--- config.mk ---
export PLATFORM = sky130hd
export DESIGN_NAME = noc_pkt_tx
export DESIGN_NICKNAME = d
export VERILOG_FILES = /design/src/rtl/noc_pkt_tx.sv
export SDC_FILE = /design/constraint.sdc
export NUM_CORES = 1
export LEC_CHECK = 0
export CORE_UTILIZATION = 50
export CTS_CLUSTER_DIAMETER = 80
export DETAILED_ROUTE_END_ITERATION = 16
export PLACE_DENSITY = 0.65
export SLEW_MARGIN = 0
export SYNTH_ARGS = -nofsm -noshare
export SYNTH_HDL_FRONTEND = slang
export SYNTH_SLANG_ARGS = --single-unit
--- constraint.sdc ---
create_clock -name clk_i -period 7.6 [get_ports clk_i]
set_input_delay 1.52 -clock clk_i [delete_from_list [all_inputs] [get_ports clk_i]]
set_output_delay 1.52 -clock clk_i [all_outputs]
set_load 0.02 [all_outputs]
--- src/rtl/noc_pkt_tx.sv ---
// ============================================================================
// noc_pkt_tx : per-type request queues, round-robin arbiter, packet out reg
// Rev 1.0
// ============================================================================
`default_nettype none

module noc_pkt_tx #(
  parameter int DEPTH = 4,
  parameter int CNT_W = 16
) (
  input  logic             clk_i,
  input  logic             reset_ni,
  input  logic             src_valid_i,
  output logic             src_ready_o,
  input  logic [1:0]       src_type_i,
  input  logic [1:0]       src_addr_i,
  input  logic [7:0]       src_payload_i,
  output logic [12:0]      packet_o,
  output logic             pack_valid_o,
  input  logic             nocr_ready_i,
  output logic [3:0]       q_full_o,
  output logic [3:0]       q_empty_o,
  output logic [CNT_W-1:0] sent_count_o
);

  localparam int AW = $clog2(DEPTH);
  localparam int CW = AW + 1;

  typedef enum logic [0:0] {
    IDLE = 1'b0,
    SEND = 1'b1
  } state_e;

  state_e           state_q, state_d;
  logic [12:0]      packet_q, packet_d;
  logic [1:0]       rr_q, rr_d;
  logic [CNT_W-1:0] sent_q, sent_d;

  logic [3:0] full, empty, push, pop;
  logic [9:0] head [4];
  logic [1:0] grant;
  logic [1:0] idx;
  logic       found;
  logic       load;

  assign src_ready_o = ~full[src_type_i];
  assign push = (src_valid_i && src_ready_o) ? (4'b0001 << src_type_i) : 4'b0000;
  assign pop  = load ? (4'b0001 << grant) : 4'b0000;

  // Each queue entry holds {payload, addr}; the type is implied by the queue.
  for (genvar t = 0; t < 4; t++) begin : g_q
    logic [9:0]    mem_q [DEPTH];
    logic [AW-1:0] wr_q, rd_q;
    logic [CW-1:0] cnt_q;

    always_ff @(posedge clk_i) begin
      if (!reset_ni) begin
        wr_q  <= '0;
        rd_q  <= '0;
        cnt_q <= '0;
      end else begin
        if (push[t]) begin
          mem_q[wr_q] <= {src_payload_i, src_addr_i};
          wr_q        <= wr_q + 1'b1;
        end
        if (pop[t]) rd_q <= rd_q + 1'b1;
        if (push[t] && !pop[t])      cnt_q <= cnt_q + 1'b1;
        else if (!push[t] && pop[t]) cnt_q <= cnt_q - 1'b1;
      end
    end

    assign full[t]  = (cnt_q == CW'(DEPTH));
    assign empty[t] = (cnt_q == '0);
    assign head[t]  = mem_q[rd_q];
  end

  // First non-empty queue at or after rr_q, wrapping 3 -> 0.
  always_comb begin
    grant = rr_q;
    found = 1'b0;
    idx   = '0;
    for (int i = 0; i < 4; i++) begin
      idx = rr_q + 2'(i);
      if (!found && !empty[idx]) begin
        found = 1'b1;
        grant = idx;
      end
    end
  end

  assign load = ((state_q == IDLE) || nocr_ready_i) && found;

  always_ff @(posedge clk_i) begin
    if (!reset_ni) begin
      state_q  <= IDLE;
      packet_q <= '0;
      rr_q     <= '0;
      sent_q   <= '0;
    end else begin
      state_q  <= state_d;
      packet_q <= packet_d;
      rr_q     <= rr_d;
      sent_q   <= sent_d;
    end
  end

  always_comb begin
    state_d  = state_q;
    packet_d = packet_q;
    rr_d     = rr_q;
    sent_d   = sent_q;
    if ((state_q == SEND) && nocr_ready_i) sent_d = sent_q + 1'b1;
    if (load) begin
      state_d  = SEND;
      packet_d = {1'b1, head[grant][9:2], grant, head[grant][1:0]};
      rr_d     = grant + 2'd1;
    end else if ((state_q == SEND) && nocr_ready_i) begin
      state_d = IDLE;
    end
  end

  assign packet_o     = packet_q;
  assign pack_valid_o = (state_q == SEND);
  assign q_full_o     = full;
  assign q_empty_o    = empty;
  assign sent_count_o = sent_q;

endmodule

`default_nettype wire

==> summary.md <==
| Metric | Value |
|---|---|
| IO buf count | 54 |
| Yosys top cell area share | 50.8% |
| CTS buffer count | 25 |
| Post-CTS setup buffers | 0 |
| Die outline height | 140 um |
| Xor/xnor share of the synthesized area | under 10% |
| Initial antenna violation count | 0 |
| DRT iter0 DRCs | 290 |
| Post-Syn Area | 0.00946 mm2 |
| Cells after Synth | around 650 |
| Mean post-synth cell area | 14.7 um2 |
| Netlist cell types | 56 |
| Placer Congestion | 0.808 |
| Setup Skew | 0.0174 ns |
| Worst slew margin | 36.8% |
| Simple-gate share of the synthesized area | 10.0% |
| Worst Path Max Fanout | 6 |
| Post-synthesis sequential area ratio | 65.2% |
| Run status | finished, final reports clean |
| Clk slew on worst S/H paths | 0.06 ns |
| Routed len/inst | 19.5 um |
| Min cycle time layout | approximately 4.7 ns |
| Met2 usage | 33.3% |
| Synth Area in Adders | 3.63% |
| Hold Crit Class | register to register |
| Initial Util | 51.8% |
| Total grt overflow | 0 |
| TritonRoute pass-1 iters | 4 |
| Synthesized Nets | about 690 |
| PnR worst setup slack | 2.87 ns |
| Max-cap violation count | 0 |
| Design area | roughly 0.011 mm2 |
| First-pass GRT wire length | 29.6 mm |
| Setup crit start kind | input port |
| Req. time, crit path | 6.08 ns |
| Comb power frac | 35.6% |
| Vias per cell | 5.75 |
| Power Density | roughly 400 mW/mm2 |
| DRT antenna net count | 0 |
| Layout cells sized above 1 | 15.4% |
| Yosys Warn Count | 0 |
| Total leakage power | 0.00366 uW |
| Fmax | 0.211 GHz |
| Final Max Tran Viols | 0 |
| Worst Tran Pin Value | 0.947 ns |
| Synth area leaders | edfxtp_1 51%, dfxtp_1 14%, mux4_2 9.5% |
| Met1 Resource Use GR | 26.3% |
| Nets | 738 |
| GRT Total Usage | between 10% and 20% |
| Antenna Cells | 0 |
| Hold Buf Count CTS | 0 |
| Synthesis-to-layout area growth | 16.1% |
| Core Footprint | 0.0183 mm2 |
| Clk sink count | roughly 230 |
| Dpl hpwl | 12.6 mm |
| Area leader, netlist | edfxtp_1 |
| Met3 Track Usage GR | 3.13% |
| Post-route setup TNS | 0 ns |
| Crit path DAT | 3.21 ns |
| Peak VDD IR | between 0.0002 and 0.0003 V |
| H-tree depth | 1 |
| FF+latch count, synth | ~230 |
| RSZ-0062 raised after global routing | no |
| Clock network power share | 27.8% |
| Dpl cells | 899 |
| Critical path class | input port to output port |
| Num rows | 49 |
| Int Power | 2730 uW |
| Max Root-Sink Buffers | 3 |
| Vias in the first global route | 5532 |
| Largest family of logic cells by synthesized area | multiplexers |
| Register share of total power | 36.6% |
| Dpl ws | approximately 2.9 ns |
| Fin crit share | 62.3% |
| Root buf cell | clkbuf_16 |
| Final setup fails | 0 |
| DRC | 0 |
| Full die area | 0.0195 mm2 |
| Clk_lat worst skew | 0.52 ns |
| Largest net degree at the start of global routing | 56 |
| CTS tree | built |
| Post-DP Area | 0.0102 mm2 |
| Final hold vios | 0 |
| Busiest grt layer | met2 |
| CP endpoint kind | output port |
| Finished Layout Cells | 945 |
| Post-synthesis compound-gate area fraction | 6.17% |
| # IOs | 55 |
| Net switching power | ~1500 uW |
| Post-CTS sizing | 0 |
| Mux share of post-synthesis cell area | 10.5% |
| WL final | roughly 18 mm |
| Sw Ratio | between 30% and 40% |
| Die X | 140 um |
| Vias post-DR | 5438 |
## worst max-delay path, cell delays in order
cell             delay (ns)
clkdlybuf4s50_1        0.56
mux2_2                 0.35
o21ai_0                0.16
clkdlybuf4s50_1        0.63
## synthesized netlist by cell type (all sizes together)
| cell type | number |
|---|---|
| o21ai | 34 |
| dfxtp | 68 |
| or3 | 12 |
| a31o | 7 |
| and3 | 7 |
| nor2 | 44 |
| nor3 | 8 |
| nor3b | 6 |
| nand2 | 25 |
| clkinv | 2 |
| o21a | 1 |
| edfxtp | 160 |
| o31ai | 8 |
| clkbuf | 17 |
| a31oi | 1 |
| o22ai | 1 |
| buf | 12 |
| o2bb2ai | 1 |
| mux2 | 1 |
| o31a | 3 |
| a22oi | 1 |
| nand4 | 6 |
| ha | 21 |
| a21o | 1 |
| nor4 | 1 |
| or4 | 4 |
| fa | 4 |
| nor2b | 2 |
| and4 | 1 |
| o211ai | 1 |
| mux2i | 8 |
| xnor2 | 9 |
| a311oi | 1 |
| mux4 | 40 |
| a21oi | 28 |
| nand3 | 39 |
| a22o | 1 |
| inv | 21 |
| and2 | 18 |
| nand2b | 5 |
| xor2 | 15 |
## power by group through the flow
stage	combinational, uW	clock, uW	sequential, uW
2_1_floorplan	1130	0	1540
3_3_place_gp	1460	0	1590
3_5_place_dp	1510	0	1590
4_1_cts	1510	1200	1570
5_1_grt	1640	1250	1580
6_report	1520	1180	1560
## cell families (layout without fill, tap and decap cells)
kind of cell / count (synthesis) / count (layout)
flip-flops: 228 / 228
AND/OR/NAND/NOR: 178 / 178
AO/OA/AOI/OAI: 89 / 89
buffers and inverters: 52 / 123
multiplexers: 49 / 49
adder cells (fa/ha/maj): 25 / 25
XOR/XNOR: 24 / 24
## registers in the layout, summed over array words and instances, names as in the netlist, named ones only
signal	flops
g_q.cnt_q	12
pack_valid_o	1
g_q.rd_q	8
g_q.wr_q	8
g_q.mem_q	160
rr_q	2
packet_o	13
sent_count_o	16
## cell usage in the layout (no fill, tap or decap), types with 17 or more instances in the layout
cell | Yosys | final
edfxtp_1 | 160 | 160
dfxtp_1 | 68 | 68
clkdlybuf4s50_1 | 0 | 54
nor2_1 | 43 | 43
mux4_2 | 40 | 40
nand3_1 | 38 | 38
o21ai_0 | 32 | 32
a21oi_1 | 27 | 27
clkbuf_16 | 0 | 25
nand2_1 | 24 | 24
ha_1 | 21 | 21
inv_1 | 20 | 20
and2_1 | 17 | 17
## routing by layer
metal  routed length (um)  up-vias
met3                  724       33
met1                 8260     2760
met5                    0        -
met4                  405        0
met2                 9050      110
li1                     -     2535
## final timing paths
kind / end / depth (start not counted) / slack, ns / start
worst max-delay path: src_ready_o / 4 / 2.87 / src_type_i[0]
worst min-delay path: packet_o[2] / 2 / 0.46 / packet_o[2]
worst max register to register: g_q[0].cnt_q[2] / 12 / 4.30 / g_q[2].cnt_q[0]
worst min register to register: packet_o[2] / 2 / 0.46 / packet_o[2]
## stage by stage
stage                     hold slack [ns]  total power (uW)  utilization, %
final                               0.465              4270            60.1
after global routing                0.496              4480            60.1
after CTS                           0.465              4280            60.1
after detailed placement            0.456              3100            55.6
after global placement              0.452              3050            55.6
after floorplan                     0.453              2670               -
## cell type report
type                    count  area, um2
clock buffers              26        629
clock inverters            20        185
fillers                  1404       7290
inverters                  23       92.6
multi-input cells         365       3080
flip-flops and latches    228       6170
well taps                 229        287
repair buffers             54        541
Note: power is estimated with default switching activity, not from simulation.
